[config.mk]
export PLATFORM = sky130hd
export DESIGN_NAME = can_tx_scheduler
export DESIGN_NICKNAME = d
export VERILOG_FILES = /design/src/rtl/can_tx_scheduler_pkg.sv /design/src/rtl/can_tx_scheduler_prio_sel.sv /design/src/rtl/can_tx_scheduler.sv
export SDC_FILE = /design/constraint.sdc
export NUM_CORES = 1
export LEC_CHECK = 0
export CAP_MARGIN = 20
export CORE_MARGIN = 2
export CORE_UTILIZATION = 35
export CTS_BUF_LIST = sky130_fd_sc_hd__clkbuf_16
export DETAILED_ROUTE_END_ITERATION = 8
export PLACE_DENSITY = 0.6
export SYNTH_ARGS = -nofsm -noshare
export SYNTH_HDL_FRONTEND = slang
export SYNTH_SLANG_ARGS = --single-unit
[constraint.sdc]
create_clock -name clk -period 14.43 [get_ports clk]
set_clock_uncertainty 0.15 [all_clocks]
set_input_delay 2.886 -clock clk [delete_from_list [all_inputs] [get_ports clk]]
set_output_delay 2.886 -clock clk [all_outputs]
set_load 0.03 [all_outputs]
[src/rtl/can_tx_scheduler_pkg.sv]
// Shared widths and scheduler state encoding for the CAN transmit mailbox scheduler.
package can_tx_scheduler_pkg;

    localparam int CAN_ID_W   = 11;
    localparam int CAN_DATA_W = 64;

    typedef enum logic [2:0] {
        ST_IDLE   = 3'd0,
        ST_SELECT = 3'd1,
        ST_START  = 3'd2,
        ST_BUSY   = 3'd3,
        ST_GAP    = 3'd4
    } sched_state_e;

endpackage

[src/rtl/can_tx_scheduler_prio_sel.sv]
// Lowest-ID arbiter over the pending mailboxes; a binary compare tree where the
// left (lower-index) branch wins ties, so equal IDs resolve to the lower mailbox.
module can_tx_scheduler_prio_sel
    import can_tx_scheduler_pkg::*;
#(
    parameter int NUM_MB = 4,
    parameter int IDX_W  = 2
) (
    input  logic [NUM_MB-1:0]               pending,
    input  logic [NUM_MB-1:0][CAN_ID_W-1:0] ids,
    output logic [IDX_W-1:0]                sel_idx,
    output logic                            valid
);

    localparam int LEAVES = 1 << $clog2(NUM_MB);
    localparam int NODES  = 2 * LEAVES - 1;

    logic                nv  [NODES];
    logic [CAN_ID_W-1:0] nid [NODES];
    logic [IDX_W-1:0]    nix [NODES];

    // Heap layout: node n has children 2n+1 (lower indices) and 2n+2.
    always_comb begin
        for (int n = 0; n < NODES; n++) begin
            nv[n]  = 1'b0;
            nid[n] = '0;
            nix[n] = '0;
        end
        for (int i = 0; i < NUM_MB; i++) begin
            nv[LEAVES-1+i]  = pending[i];
            nid[LEAVES-1+i] = ids[i];
            nix[LEAVES-1+i] = IDX_W'(i);
        end
        for (int n = LEAVES - 2; n >= 0; n--) begin
            if (nv[2*n+1] && (!nv[2*n+2] || (nid[2*n+1] <= nid[2*n+2]))) begin
                nid[n] = nid[2*n+1];
                nix[n] = nix[2*n+1];
            end else begin
                nid[n] = nid[2*n+2];
                nix[n] = nix[2*n+2];
            end
            nv[n] = nv[2*n+1] | nv[2*n+2];
        end
        sel_idx = nix[0];
        valid   = nv[0];
    end

endmodule

[src/rtl/can_tx_scheduler.sv]
// Transmit mailbox scheduler: holds NUM_MB frames, hands the lowest-ID pending
// frame to tx_block, and reports completion, start timeout and rejected writes.
module can_tx_scheduler
    import can_tx_scheduler_pkg::*;
#(
    parameter int NUM_MB   = 4,
    parameter int START_TO = 4096,
    parameter int GAP_CYC  = 16
) (
    input  logic                  clk,
    input  logic                  rst,
    input  logic                  wr_en,
    input  logic [2:0]            wr_idx,
    input  logic [CAN_ID_W-1:0]   wr_id,
    input  logic [CAN_DATA_W-1:0] wr_data,
    input  logic                  abort_en,
    input  logic [2:0]            abort_idx,
    input  logic                  txing,
    output logic                  tx_start,
    output logic [CAN_ID_W-1:0]   address_tx,
    output logic [CAN_DATA_W-1:0] tx_data,
    output logic [NUM_MB-1:0]     pending,
    output logic                  busy,
    output logic                  done,
    output logic [2:0]            done_idx,
    output logic                  wr_err,
    output logic                  to_err
);

    localparam int IDX_W   = $clog2(NUM_MB);
    localparam int SLOTS   = 1 << IDX_W;
    localparam int TMR_MAX = (START_TO > GAP_CYC) ? START_TO : GAP_CYC;
    localparam int TMR_W   = $clog2(TMR_MAX) + 1;
    // Marks which decoded slot numbers map onto a real mailbox.
    localparam logic [SLOTS-1:0] SLOT_MASK = SLOTS'({SLOTS{1'b1}} >> (SLOTS - NUM_MB));

    logic [NUM_MB-1:0][CAN_ID_W-1:0]   mb_id;
    logic [NUM_MB-1:0][CAN_DATA_W-1:0] mb_data;

    sched_state_e        state, state_nxt;
    logic [TMR_W-1:0]    timer;
    logic [IDX_W-1:0]    sel_idx;
    logic [IDX_W-1:0]    sel_cand;
    logic                sel_valid;
    logic [NUM_MB-1:0]   pending_nxt;

    logic [IDX_W-1:0]    wr_slot, abort_slot;
    logic                in_flight;
    logic                wr_hit_flight, wr_accept, abort_ok;
    logic                sel_load, frame_done, frame_to;
    logic                unused_idx_bits;

    assign wr_slot    = wr_idx[IDX_W-1:0];
    assign abort_slot = abort_idx[IDX_W-1:0];
    assign unused_idx_bits = ^{wr_idx, abort_idx};

    // The selected mailbox is locked against writes/aborts only while tx_block may be using it.
    assign in_flight     = (state == ST_START) || (state == ST_BUSY);
    assign wr_hit_flight = wr_en && in_flight && (wr_slot == sel_idx);
    assign wr_accept     = wr_en && SLOT_MASK[wr_slot] && !wr_hit_flight;
    assign abort_ok      = abort_en && SLOT_MASK[abort_slot] &&
                           !(in_flight && (abort_slot == sel_idx));

    assign busy = (state != ST_IDLE);

    can_tx_scheduler_prio_sel #(
        .NUM_MB (NUM_MB),
        .IDX_W  (IDX_W)
    ) u_prio_sel (
        .pending (pending),
        .ids     (mb_id),
        .sel_idx (sel_cand),
        .valid   (sel_valid)
    );

    always_ff @(posedge clk) begin
        if (!rst) begin
            state <= ST_IDLE;
        end else begin
            state <= state_nxt;
        end
    end

    always_comb begin
        state_nxt  = state;
        sel_load   = 1'b0;
        frame_done = 1'b0;
        frame_to   = 1'b0;
        case (state)
            ST_IDLE: begin
                if (|pending) state_nxt = ST_SELECT;
            end
            ST_SELECT: begin
                if (sel_valid) begin
                    state_nxt = ST_START;
                    sel_load  = 1'b1;
                end else begin
                    state_nxt = ST_IDLE;
                end
            end
            ST_START: begin
                if (txing) begin
                    state_nxt = ST_BUSY;
                end else if (timer == TMR_W'(START_TO - 1)) begin
                    state_nxt = ST_GAP;
                    frame_to  = 1'b1;
                end
            end
            ST_BUSY: begin
                if (!txing) begin
                    state_nxt  = ST_GAP;
                    frame_done = 1'b1;
                end
            end
            ST_GAP: begin
                if (timer == TMR_W'(GAP_CYC - 1)) state_nxt = ST_IDLE;
            end
            default: state_nxt = ST_IDLE;
        endcase
    end

    // Write wins over abort on the same mailbox; completion clears the sent one.
    always_comb begin
        pending_nxt = pending;
        if (abort_ok)   pending_nxt[abort_slot] = 1'b0;
        if (wr_accept)  pending_nxt[wr_slot]    = 1'b1;
        if (frame_done) pending_nxt[sel_idx]    = 1'b0;
    end

    always_ff @(posedge clk) begin
        if (!rst) begin
            timer <= '0;
        end else if (state_nxt != state) begin
            timer <= '0;
        end else if ((state == ST_START) || (state == ST_GAP)) begin
            timer <= timer + 1'b1;
        end
    end

    always_ff @(posedge clk) begin
        if (!rst) begin
            pending    <= '0;
            sel_idx    <= '0;
            tx_start   <= 1'b0;
            address_tx <= '0;
            tx_data    <= '0;
            done       <= 1'b0;
            done_idx   <= '0;
            wr_err     <= 1'b0;
            to_err     <= 1'b0;
        end else begin
            pending  <= pending_nxt;
            tx_start <= (state_nxt == ST_START);
            done     <= frame_done;
            to_err   <= frame_to;
            wr_err   <= wr_hit_flight;
            if (frame_done || frame_to) done_idx <= 3'(sel_idx);
            if (sel_load) begin
                sel_idx    <= sel_cand;
                address_tx <= mb_id[sel_cand];
                tx_data    <= mb_data[sel_cand];
            end
        end
    end

    // Frame storage survives reset; only the pending flags decide what is live.
    always_ff @(posedge clk) begin
        if (wr_accept) begin
            mb_id[wr_slot]   <= wr_id;
            mb_data[wr_slot] <= wr_data;
        end
    end

endmodule

Word-level counts from Yosys, hierarchy flattened:

Index checks and enable logic that the tools add are counted.

* bits in registers: 403
* bits in latches: 0
* memory bits (writable): 0
* bits in read-only memories: 0
* output and inout port bits: 87
* logic and storage cells: 119
* memories: 0

* add/sub/neg operators: 1
* $mul: 0
* divide/modulo/power cells: 0
* $lt $le $gt $ge: 10
* equal/unequal tests: 10
* shift-type cells: 0
* mux-type cells: 42
* bitwise gates (word level): 9
* reductions and logical operators: 28

Operator list (count)
* bitwise mux 256 bit: 1
* binary-select mux 64 bit (select 2 bit): 1
* demux 64 bit (select 2 bit): 1
* two-way mux 64 bit: 2
* bitwise mux 44 bit: 1
* two-way mux 11 bit: 4
* <= comparator 11 bit: 3
* binary-select mux 11 bit (select 2 bit): 1
* demux 11 bit (select 2 bit): 1
* two-way mux 3 bit: 5
* one-hot mux 3 bit (5 select lines): 1
* two-way mux 1 bit: 14
* adder 13 x 1 -> 13 bit (second input constant): 1
* == test 13 x 12 -> 1 bit (second input constant): 1
* == test 13 x 4 -> 1 bit (second input constant): 1
* logical AND 1 bit: 13
* less-than comparator 2 x 3 -> 1 bit (second input constant): 4
* two-way mux 4 bit: 3
* == test 3 x 2 -> 1 bit (second input constant): 3
* AND 4 bit: 2
* NOT 4 bit: 2
* demux 1 bit (select 2 bit): 3
* >= comparator 2 x 1 -> 1 bit (second input constant): 3
* logical OR 1 bit: 6
* 14 further kinds: 23

Longest topological paths before layout:

Gate-level depths: netlist of the first run.

* depth after elaboration: 11
* depth in mapped cells: 18
* mapped depth without buffers: 15

Modules after synthesis:

Synthesis of the first run repeated with hierarchy kept, for this count alone.

* cell total of the unflattened synthesis: 1024
* area total of the unflattened synthesis: 15945.3 um2

By module, submodules not included
* can_tx_scheduler: times used 1, cells an instance 889, area an instance 14818.0 um2
* can_tx_scheduler_prio_sel: times used 1, cells an instance 135, area an instance 1127.3 um2

Worst setup path before layout of the first run:

Ideal clock, no wire load.

* path type: input-to-reg
* from: input wr_idx[0]
* to: register mb_data[0] in the netlist's numbering (enable)
* arrival time: 10.654 ns
* path slack: 2.905 ns
* cell stages on the path: 1
* buffers on the path: 0
* cell sequence: nor4b_1

* cells in the longest elaborated chain, start to end: 4
* elaborated cells on any way between the ends: 7
* classes of those cells: eq/ne (1); mux (2); reduce/logical (4)

Ends and longest elaborated chain
* from (decl): RTL line can_tx_scheduler.sv:13 `input logic [2:0] wr_idx,`
* binary-select mux 1 bit (select 2 bit) / == test 2 bit (equally long branches): RTL line can_tx_scheduler.sv:60, can_tx_scheduler.sv:59
* two-way mux 1 bit (implied by the code) / logical AND 1 bit (equally long branches): RTL line can_tx_scheduler.sv:60, can_tx_scheduler.sv:59
* logical AND 1 bit / zero test 1 bit (equally long branches): RTL line can_tx_scheduler.sv:60 `assign wr_accept = wr_en && SLOT_MASK[wr_slot] && !wr_hit_flight;`
* logical AND 1 bit (*): RTL line can_tx_scheduler.sv:60
* to (signal, indexed assignment): RTL line can_tx_scheduler.sv:170 `mb_data[wr_slot] <= wr_data;`
* to (decl): RTL line can_tx_scheduler.sv:38 `logic [NUM_MB-1:0][CAN_DATA_W-1:0] mb_data;`

Mark *: on every way between the ends. The rest lies on a longest branch, timed or not. The select of a mux whose other input is x is not followed.
A chain may end at the register's enable or synchronous reset.

Worst setup path after layout of the first run:

* from: register mb_id[30] in the netlist's numbering
* to: register tx_data[0]

* cells in the longest elaborated chain, start to end: 10
* elaborated cells on any way between the ends: 11
* classes of those cells: order compare (2); mux (5); reduce/logical (4)

Ends and longest elaborated chain
* from (decl): RTL line can_tx_scheduler.sv:37 `logic [NUM_MB-1:0][CAN_ID_W-1:0] mb_id;`
* from (signal, indexed assignment): RTL line can_tx_scheduler.sv:169 `mb_id[wr_slot] <= wr_id;`
* <= comparator 11 bit: RTL line can_tx_scheduler_prio_sel.sv:35 `if (nv[2*n+1] && (!nv[2*n+2] || (nid[2*n+1] <= nid[2*n+2]))) begin`
* logical OR 1 bit: RTL line can_tx_scheduler_prio_sel.sv:35
* logical AND 1 bit: RTL line can_tx_scheduler_prio_sel.sv:35
* two-way mux 11 bit: RTL line can_tx_scheduler_prio_sel.sv:35
* <= comparator 11 bit: RTL line can_tx_scheduler_prio_sel.sv:35
* logical OR 1 bit: RTL line can_tx_scheduler_prio_sel.sv:35
* logical AND 1 bit: RTL line can_tx_scheduler_prio_sel.sv:35
* two-way mux 2 bit (*): RTL line can_tx_scheduler_prio_sel.sv:35
* binary-select mux 64 bit (select 2 bit) (*): RTL line can_tx_scheduler.sv:161 `tx_data <= mb_data[sel_cand];`
* two-way mux 64 bit (implied by the code) (*): RTL line can_tx_scheduler.sv:161
* to (signal assigned): RTL line can_tx_scheduler.sv:161
* to (decl): RTL line can_tx_scheduler.sv:21 `output logic [CAN_DATA_W-1:0] tx_data,`

Marked as above.

==> results of run 1 <==
==> per-layer routing <==
layer | GRT usage | vias up | wire length, um
li1 | - | 4215 | -
met1 | 0.1935 | 4387 | 15760
met2 | 0.2594 | 194 | 17240
met3 | 0.04257 | 49 | 2046
met4 | 0.03858 | 4 | 590
met5 | 0 | - | 23
==> metrics by stage <==
step           instances    util  cell area, um^2
2_1_floorplan       1000       -            15730
3_3_place_gp        1729  0.4079            18080
3_5_place_dp        1729  0.4079            18080
4_1_cts             1809  0.4392            19460
5_1_grt             1810  0.4394            19470
6_report            1810  0.4394            19470
==> area by class of cell <==
class	count	area share
inverters	40	0.007711
well taps	592	0.03804
clock inverters	36	0.01465
multi-input cells	509	0.2211
clock buffers	44	0.05654
repair buffers	186	0.09343
flip-flops and latches	403	0.5685
==> worst register-to-register path, cell delays in order, from the launching register on <==
cell and delay [ns]:
edfxtp_1 0.39, ha_1 0.32, a211oi_1 0.24, o21ai_0 0.23, o31ai_4 0.25, buf_4 0.63
buf_4 0.78, mux2i_1 0.35, ha_1 0.30, a21oi_1 0.17, a21oi_1 0.12, a2111oi_2 0.42
o32ai_2 0.21, nand3_4 0.63, buf_4 0.75, o221ai_1 0.26
==> power groups by stage <==
stage	logic [mW]	registers (mW)	clock network (mW)
2_1_floorplan	0.0987	1.34	0
3_3_place_gp	0.203	1.32	0
3_5_place_dp	0.205	1.33	0
4_1_cts	0.206	1.30	1.11
5_1_grt	0.219	1.30	1.15
6_report	0.202	1.30	1.07
==> sequential cells by signal, summed over array words and instances (netlist names), 2 cells and up <==
signal and flops:
mb_data 256, sel_idx 2, state 3, pending 4, timer 13, mb_id 44
address_tx 11, tx_data 64, done_idx 2
==> cell families after synthesis <==
| logic type | Yosys count | share of synthesized area |
|---|---|---|
| xor gates and xnor gates | 15 | 0.008355 |
| other | 1 | 0.0002385 |
| AOI/OAI and AO/OA | 126 | 0.08442 |
| and+or+nand+nor | 180 | 0.05236 |
| buffers and inverters | 88 | 0.02610 |
| DFF | 403 | 0.7040 |
| muxes | 153 | 0.09747 |
| adders and majority gates | 34 | 0.02705 |
==> synthesized netlist by cell type, drive strengths merged (2+ instances only) <==
cell type / instances / area share
nor4: 5 / 0.0020
clkbuf: 20 / 0.0048
o21ai: 9 / 0.0029
nor2: 28 / 0.0067
a211oi: 3 / 0.0014
nor3: 11 / 0.0035
xnor2: 6 / 0.0033
and4: 3 / 0.0017
nor4b: 2 / 0.0011
a21o: 6 / 0.0029
o31ai: 3 / 0.0018
o221a: 2 / 0.0014
a21oi: 16 / 0.0051
inv: 40 / 0.0095
nand3b: 3 / 0.0014
and3: 3 / 0.0012
dfxtp: 103 / 0.13
ha: 34 / 0.027
edfxtp: 300 / 0.57
a41oi: 2 / 0.0011
nand3: 13 / 0.0041
buf: 28 / 0.012
nand2: 93 / 0.022
xor2: 9 / 0.0050
mux2i: 152 / 0.097
o221ai: 75 / 0.062
nand2b: 3 / 0.0012
nand4: 7 / 0.0028
nor2b: 3 / 0.0012
==> cells in the final DEF, fill, tap and decap left out, types with 7 or more instances in the layout <==
master	synthesis	routed
clkdlybuf4s50_1	0	169
o21ai_0	9	9
clkbuf_16	0	44
clkinv_2	0	11
nand4_1	7	7
dfxtp_1	103	103
mux2i_1	152	152
buf_4	3	17
xor2_1	9	9
o221ai_1	25	25
a21oi_1	16	16
nor2_1	28	27
inv_1	40	48
ha_1	34	34
nand3_1	13	12
nor3_1	11	9
nand2_1	93	93
o221ai_2	50	50
edfxtp_1	300	300
clkinv_1	0	8
==> worst max path at each step <==
stage	slack, ns	depth (start not counted)	endpoint	startpoint
floorplan	2.90	1	mb_data[0]	wr_idx[0]
global placement	7.98	16	address_tx[10]	mb_id[30]
detailed placement	7.95	15	tx_data[0]	mb_id[30]
CTS	7.93	15	tx_data[0]	mb_id[30]
global route	7.65	17	address_tx[4]	mb_id[30]
finish	8.09	15	tx_data[0]	mb_id[30]
==> impl_metrics.csv, run 1 <==
group,metric,value,unit
layout,multi_input_area,0.004305,mm^2
global_route,grt_pass1_wl,54.33,mm
die,die_h,216.0,um
timing,holdWs,0.3096,ns
hold_path,worstHoldPathType,"flop to flop",
pwr,powerDensity,132.4,mW/mm^2
detailed_routing,dr_total_vias,8849,
die,start_util,0.3548,
cts,clockBufferDepth,3,
worst_setup_path,reg2reg_depth,15,
timing,tightest_slew,1.025,ns
pwr,p_seq_frac,0.505,
worst_setup_path,reg2reg_from,"mb_id[30]",
pwr,swShare,0.2264,
detailed_routing,ant_nets,0,
cts,clk_pin_slew,0.06,ns
pwr,pwr-share-comb,0.078,
placement,portBuffers,169,
detailed_routing,dr.pass1.iters,4,
cts,ctsResizeCount,0,
synthesis,netlist_instances,1000,
placement,pre_cts_slack,7.951,ns
worst_setup_path,critPathSlowestCell,"buf_4",
worst_setup_path,worst-path-buf-inv,3,
global_route,antenna_found_initial,2,
pwr,clockPowerShare,0.417,
layout,regArea,0.01107,mm^2
pwr,p_leak,6.521,nW
layout,synthToLayoutAreaGrowth,23.83,%
worst_setup_path,max_stage_delay,0.77,ns
synthesis,ys_warn_count,0,
timing,setup_slack,8.092,ns
synthesis,synth.avg_cell_area,15.73,um^2
pwr,internal_power,1.994,mW
timing,fin_crit,6.338,ns
die,rows,77,
timing,fmax,0.1578,GHz
cts,hold_buffers,0,
pwr,p_total,2.578,mW
die,die-area,0.04664,mm^2
detailed_routing,vias_per_cell,4.889,
worst_setup_path,critical_path_class,"flop to flop",
detailed_routing,drtIter0Drc,440,
timing,slew_headroom,0.3150,
synthesis,synth_cell_types,51,
worst_setup_path,cpMostUsedCell,"buf_4",
layout,final_layout_size_suffix_gt1_frac,0.1190,
synthesis,ys_ff_latch,403,
synthesis,synth_edf_count,300,
pwr,power.switching,0.5836,mW
worst_setup_path,endpoint_kind,"flop",
die,core,0.04432,mm^2
run_status,status,"finished clean",
global_route,grt_pass1_vias,9094,
synthesis,syn-num-nets,1120,
timing,rsz0062_at_grt,"no",
placement,dp.final_hpwl,20.58,mm
cts,clock-sinks,403,
timing,post-route-period-util,0.4392,
layout,antenna_cells,0,
timing,tns,0,ns
worst_setup_path,cp_cell_sequence,"ha_1 -> a211oi_1 -> o21ai_0 -> o31ai_4 -> buf_4 -> buf_4 -> mux2i_1 -> ha_1 -> a21oi_1 -> a21oi_1 -> a2111oi_2 -> o32ai_2 -> nand3_4 -> buf_4 -> o221ai_1",
timing,hold_viol_final,0,
global_route,grt_start_max_net_pins,47,
cts,root_buffer,"clkbuf_16",
global_route,overflow,0,
placement,finalWeightedCongestion,0.7873,
worst_setup_path,cp_max_fo,40,
layout,nFillCells,3989,
synthesis,async_flop_share,0,
hold_path,hold_end,"tx_data[4]",
global_route,grt_usage,0.1531,
flow_run,drv_cap,0,
timing,finalSetupViolCount,0,
hold_path,hp-start,"tx_data[4]",
worst_setup_path,crit_arrival,6.60,ns
die,pin_count,173,
worst_setup_path,worst_setup_path_start_kind,"flop",
detailed_routing,drc_errors,0,
worst_setup_path,reg2reg_slack,8.09,ns
cts,clkLatencyLatePin,0.56,ns
worst_setup_path,crit_required,14.69,ns
hold_path,holdPathStages,2,
timing,drv_slew,0,
worst_setup_path,critPathTopFamily,"buffers and inverters",
detailed_routing,wl_per_cell,19.70,um
cts,cts_buffers,43,
die,die_x,216.0,um
pwr,ir_drop,0.07449,mV
cts,postCtsSetupRepairBufs,0,
cts,cts_tree,"built",
synthesis,syn_area,0.01573,mm^2
synthesis,ys_seq_area_frac,0.7040,
synthesis,synth_ff_type,"edfxtp_1",
cts,htree_levels,2,
layout,finalNetCount,1303,
detailed_routing,routed_wl,35.66,mm
worst_setup_path,r2r_end,"tx_data[0]",
Note: power is estimated with default switching activity, not from simulation.
==> inputs of run 2 (changes only) <==
- clock period: 14.43 -> 6.62 ns (I/O delays scaled with it)
==> run 2 against run 1 <==
Flip-flop and latch count stayed put; cell count is 0.22% higher; non-clock buffer count is 3 higher; core utilization is 0.096 points higher; clock power is 110% higher; global-route usage hardly changed; register-to-register slack worse by 6.9 ns; cell area is 0.22% higher; first-iteration DRC count is 14% higher; critical endpoint is now address_tx[10]; power is 120% higher; largest cell class unchanged; clock-buffer cell count is 1 higher.
==> impl_metrics.csv, run 2 (synthesized netlist as in run 1, its figures left out) <==
group,metric,value,unit
hold_path,hold_end,"tx_data[48]",
cts,clockBufferDepth,3,
layout,final_layout_size_suffix_gt1_frac,0.1172,
worst_setup_path,critPathTopFamily,"compound AO/OA/AOI/OAI gates",
global_route,grt_pass1_vias,9059,
timing,tightest_slew,0.9947,ns
cts,clk_pin_slew,0.06,ns
worst_setup_path,max_stage_delay,0.89,ns
timing,drv_slew,0,
hold_path,worstHoldPathType,"flop to flop",
worst_setup_path,r2r_end,"address_tx[10]",
cts,ctsResizeCount,0,
timing,fmax,0.1834,GHz
layout,synthToLayoutAreaGrowth,24.10,%
worst_setup_path,worst-path-buf-inv,2,
timing,finalSetupViolCount,0,
global_route,grt_usage,0.1526,
detailed_routing,wl_per_cell,19.55,um
cts,clock-sinks,403,
cts,clkLatencyLatePin,0.55,ns
die,die_x,216.0,um
timing,post-route-period-util,0.8237,
cts,htree_levels,2,
global_route,grt_pass1_wl,54.39,mm
layout,finalNetCount,1306,
layout,final_cell_mix,"edfxtp_1, clkdlybuf4s50_1, mux2i_1, dfxtp_1, nand2_1",
worst_setup_path,cp_max_fo,51,
detailed_routing,ant_nets,0,
pwr,p_total,5.572,mW
pwr,p_leak,6.538,nW
worst_setup_path,reg2reg_slack,1.17,ns
die,core,0.04432,mm^2
worst_setup_path,worst_setup_path_start_kind,"flop",
timing,slew_headroom,0.3368,
timing,rsz0062_at_grt,"no",
cts,root_buffer,"clkbuf_16",
global_route,overflow,0,
timing,fin_crit,5.453,ns
die,die_h,216.0,um
layout,registers.top_by_ff_count,"mb_data",
run_status,status,"finished clean",
hold_path,hp-start,"tx_data[48]",
worst_setup_path,crit_arrival,5.72,ns
layout,largest_register_ff_count,256,
layout,reg.largest.list,"mb_data x256, tx_data x64, mb_id x44",
placement,dp.final_hpwl,20.86,mm
worst_setup_path,endpoint_kind,"flop",
placement,finalWeightedCongestion,0.7551,
cts,hold_buffers,0,
global_route,grt_start_max_net_pins,52,
detailed_routing,dr.pass1.iters,4,
die,die-area,0.04664,mm^2
timing,hold_viol_final,0,
worst_setup_path,crit_required,6.88,ns
pwr,powerDensity,285.5,mW/mm^2
cts,cts_tree,"built",
detailed_routing,vias_per_cell,4.933,
cts,cts_buffers,43,
worst_setup_path,reg2reg_from,"mb_id[9]",
cts,postCtsSetupRepairBufs,0,
hold_path,holdPathStages,2,
detailed_routing,dr_total_vias,8948,
worst_setup_path,critPathSlowestCell,"or3_4",
detailed_routing,drtIter0Drc,503,
worst_setup_path,critical_path_class,"flop to flop",
global_route,antenna_found_initial,2,
layout,final_common_cell,"edfxtp_1",
placement,portBuffers,169,
worst_setup_path,cp_cell_sequence,"ha_1 -> a21o_1 -> a21oi_1 -> o21ai_0 -> o22ai_4 -> mux2i_1 -> inv_1 -> ha_1 -> nand4_1 -> a21oi_1 -> a2111oi_2 -> o32ai_2 -> or3_4 -> buf_12 -> o221ai_1",
die,pin_count,173,
detailed_routing,routed_wl,35.47,mm
detailed_routing,drc_errors,0,
die,start_util,0.3548,
die,rows,77,
worst_setup_path,reg2reg_depth,15,
flow_run,drv_cap,0,
timing,tns,0,ns
pwr,ir_drop,0.1820,mV
[run 2: area by class of cell]
| type | count | area, um^2 |
|---|---|---|
| clock inverter | 34 | 229.0 |
| multi-input combinational | 509 | 4327 |
| clock buffer | 45 | 1126 |
| inverter | 40 | 150.1 |
| fill | 3935 | 24800 |
| antenna | 2 | 5.005 |
| tap | 592 | 740.7 |
| timing repair buffer | 189 | 1867 |
| sequential | 403 | 11070 |
[run 2: how the worst max path moves through the flow]
stage | startpoint | endpoint | cells after the start
4_1_cts | mb_id[9] | address_tx[10] | 15
5_1_grt | mb_id[9] | address_tx[10] | 15
3_3_place_gp | mb_id[9] | address_tx[10] | 15
6_report | mb_id[9] | address_tx[10] | 15
3_5_place_dp | mb_id[9] | address_tx[10] | 15
2_1_floorplan | wr_idx[1] | mb_data[0] | 1
[run 2: where the power goes]
| part | total [mW] | internal [mW] | switching, mW | leakage (nW) |
|---|---|---|---|---|
| Clock | 2.29 | 1.34 | 0.951 | 0.702 |
| Combinational | 0.443 | 0.180 | 0.263 | 2.25 |
| Sequential | 2.84 | 2.80 | 0.0339 | 3.59 |
| Total | 5.57 | 4.32 | 1.25 | 6.54 |
[run 2: worst register-to-register path, cell delays in order (launching register included)]
cell	delay [ns]
edfxtp_1	0.39
ha_1	0.32
a21o_1	0.16
a21oi_1	0.27
o21ai_0	0.20
o22ai_4	0.74
mux2i_1	0.35
inv_1	0.07
ha_1	0.32
nand4_1	0.18
a21oi_1	0.21
a2111oi_2	0.09
o32ai_2	0.48
or3_4	0.89
buf_12	0.33
o221ai_1	0.17
[run 2: stage by stage]
step	std cells	hold slack, ns	util	setup slack, ns	instance area [um^2]
detailed placement	1732	0.3000	0.4095	1.181	18150
floorplan	1000	0.3164	-	0.3525	15740
global route	1813	0.3426	0.4403	0.8777	19510
CTS	1811	0.3189	0.4401	1.126	19500
finish	1814	0.3143	0.4403	1.167	19520
global placement	1732	0.2971	0.4095	1.231	18150
[run 2: layer usage]
layer  share of wire  GRT usage
met3           0.049    0.03622
met4           0.020    0.04429
met5               0          0
met1            0.44     0.1979
met2            0.49     0.2547
==> inputs of run 3 (changes only) <==
- clock period: 6.62 -> 5.3 ns (I/O delays scaled with it)
==> run 3 against run 2 <==
Clock power rose by 25%; cell count is 0.22% higher; via count about the same; flip-flop and latch count did not move; sequential power is 25% higher; worst hold slack lost 0.0015 ns; largest power group unchanged; power rose by 25%; critical path type unchanged; worst setup slack worse by 0.56 ns.
==> impl_metrics.csv, run 3 (synthesized netlist as in run 1, its figures left out) <==
group,metric,value,unit
global_route,antenna_found_initial,2,
global_route,grt_pass1_wl,54.09,mm
detailed_routing,vias_per_cell,4.926,
layout,largest_register_ff_count,256,
placement,portBuffers,169,
timing,fin_crit,4.689,ns
layout,registers.top_by_ff_count,"mb_data",
cts,htree_levels,2,
detailed_routing,dr.pass1.iters,4,
worst_setup_path,reg2reg_depth,16,
global_route,grt_usage,0.1510,
flow_run,drv_cap,0,
die,rows,77,
cts,postCtsSetupRepairBufs,0,
cts,ctsResizeCount,0,
detailed_routing,dr_wl_met3,1.802,mm
worst_setup_path,crit_required,5.56,ns
pwr,powerDensity,355.0,mW/mm^2
worst_setup_path,crit_arrival,4.95,ns
die,die-area,0.04664,mm^2
cts,clockBufferDepth,3,
worst_setup_path,critical_path_class,"flop to flop",
timing,post-route-period-util,0.8848,
timing,drv_slew,0,
layout,regArea,0.01107,mm^2
timing,hold_viol_final,0,
hold_path,worstHoldPathType,"flop to flop",
die,die_x,216.0,um
pwr,p_leak,6.596,nW
layout,final_common_cell,"edfxtp_1",
pwr,ir_drop,0.2557,mV
detailed_routing,routed_wl,35.22,mm
run_status,status,"finished clean",
layout,final_layout_size_suffix_gt1_frac,0.1176,
detailed_routing,drc_errors,0,
die,start_util,0.3548,
timing,rsz0062_at_grt,"no",
detailed_routing,ant_nets,0,
layout,finalNetCount,1309,
pwr,p_total,6.968,mW
detailed_routing,drtIter0Drc,408,
worst_setup_path,worst_setup_path_start_kind,"flop",
placement,placed_area,0.01824,mm^2
timing,setup_slack,0.6108,ns
detailed_routing,wl_met1,15.75,mm
die,core,0.04432,mm^2
detailed_routing,met2WireLength,16.85,mm
timing,slew_headroom,0.5041,
layout,nFillCells,4001,
worst_setup_path,endpoint_kind,"flop",
layout,final_core_util,0.4429,
layout,reg.largest.list,"mb_data x256, tx_data x64, mb_id x44",
placement,pre_cts_slack,0.5842,ns
layout,final_cell_mix,"edfxtp_1, clkdlybuf4s50_1, mux2i_1, dfxtp_1, nand2_1",
detailed_routing,dr_total_vias,8956,
cts,clk_pin_slew,0.06,ns
timing,tns,0,ns
global_route,grt_start_max_net_pins,77,
layout,fin_area,0.01963,mm^2
cts,cts_buffers,44,
timing,tightest_slew,0.7438,ns
timing,fmax,0.2133,GHz
cts,cts_tree,"built",
die,die_h,216.0,um
global_route,overflow,0,
timing,finalSetupViolCount,0,
detailed_routing,wl_per_cell,19.38,um
cts,root_buffer,"clkbuf_16",
hold_path,holdPathStages,2,
layout,synthToLayoutAreaGrowth,24.81,%
layout,multi_input_area,0.004327,mm^2
die,pin_count,173,
cts,clkLatencyLatePin,0.56,ns
cts,clock-sinks,403,
placement,finalWeightedCongestion,0.7687,
global_route,grt_pass1_vias,9268,
placement,dp.final_hpwl,20.37,mm
worst_setup_path,cp_max_fo,35,
detailed_routing,top_layer_used,"met5",
cts,hold_buffers,0,
==> run 3: cell count changes in the layout (fill, tap and decap cells not counted), moves of 2 or more <==
cell | previous run | this run
clkinv_8 | 0 | 2
inv_1 | 50 | 55
buf_4 | 18 | 14
buf_12 | 2 | 8
clkinv_2 | 8 | 6
==> run 3: per-layer routing <==
metal,track usage,vias to the layer above
li1,-,4241
met1,0.1931,4471
met2,0.2538,187
met3,0.03425,55
met4,0.05000,2
met5,0,-
==> run 3: final cells by class <==
type | instances | area share
multi-input cells | 509 | 0.2205
inverters | 40 | 0.007650
clock inverters | 36 | 0.01160
flip-flops and latches | 403 | 0.5641
diodes | 1 | 0.0001275
well taps | 592 | 0.03774
repair buffers | 191 | 0.09971
clock buffers | 46 | 0.05865
==> run 3: final timing paths <==
path | from | to | slack (ns)
max | mb_id[9] | tx_data[63] | 0.61
min | tx_data[10] | tx_data[10] | 0.31
max reg2reg | mb_id[9] | tx_data[63] | 0.61
min reg2reg | tx_data[10] | tx_data[10] | 0.31
==> run 3: critical path, stage by stage (launching register included) <==
cell       delay [ns]
edfxtp_1         0.39
ha_1             0.32
a21o_1           0.16
a21oi_1          0.24
o21ai_0          0.20
o22ai_4          0.35
buf_12           0.21
mux2i_1          0.25
inv_1            0.07
ha_1             0.32
nand4_1          0.15
a21oi_1          0.19
a2111oi_2        0.08
o32ai_2          0.46
or3_4            0.23
buf_4            0.49
o221ai_1         0.18
==> run 3: power breakdown <==
group	leakage (nW)	switching, mW	internal, mW
combinational	2.28	0.330	0.232
clock	0.727	1.20	1.67
sequential	3.59	0.0422	3.50
==> run 3: per-stage QoR <==
step,cells,hold slack [ns]
2_1_floorplan,1000,0.3164
6_report,1818,0.3128
3_3_place_gp,1734,0.2961
5_1_grt,1818,0.3365
3_5_place_dp,1734,0.2972
4_1_cts,1816,0.3165
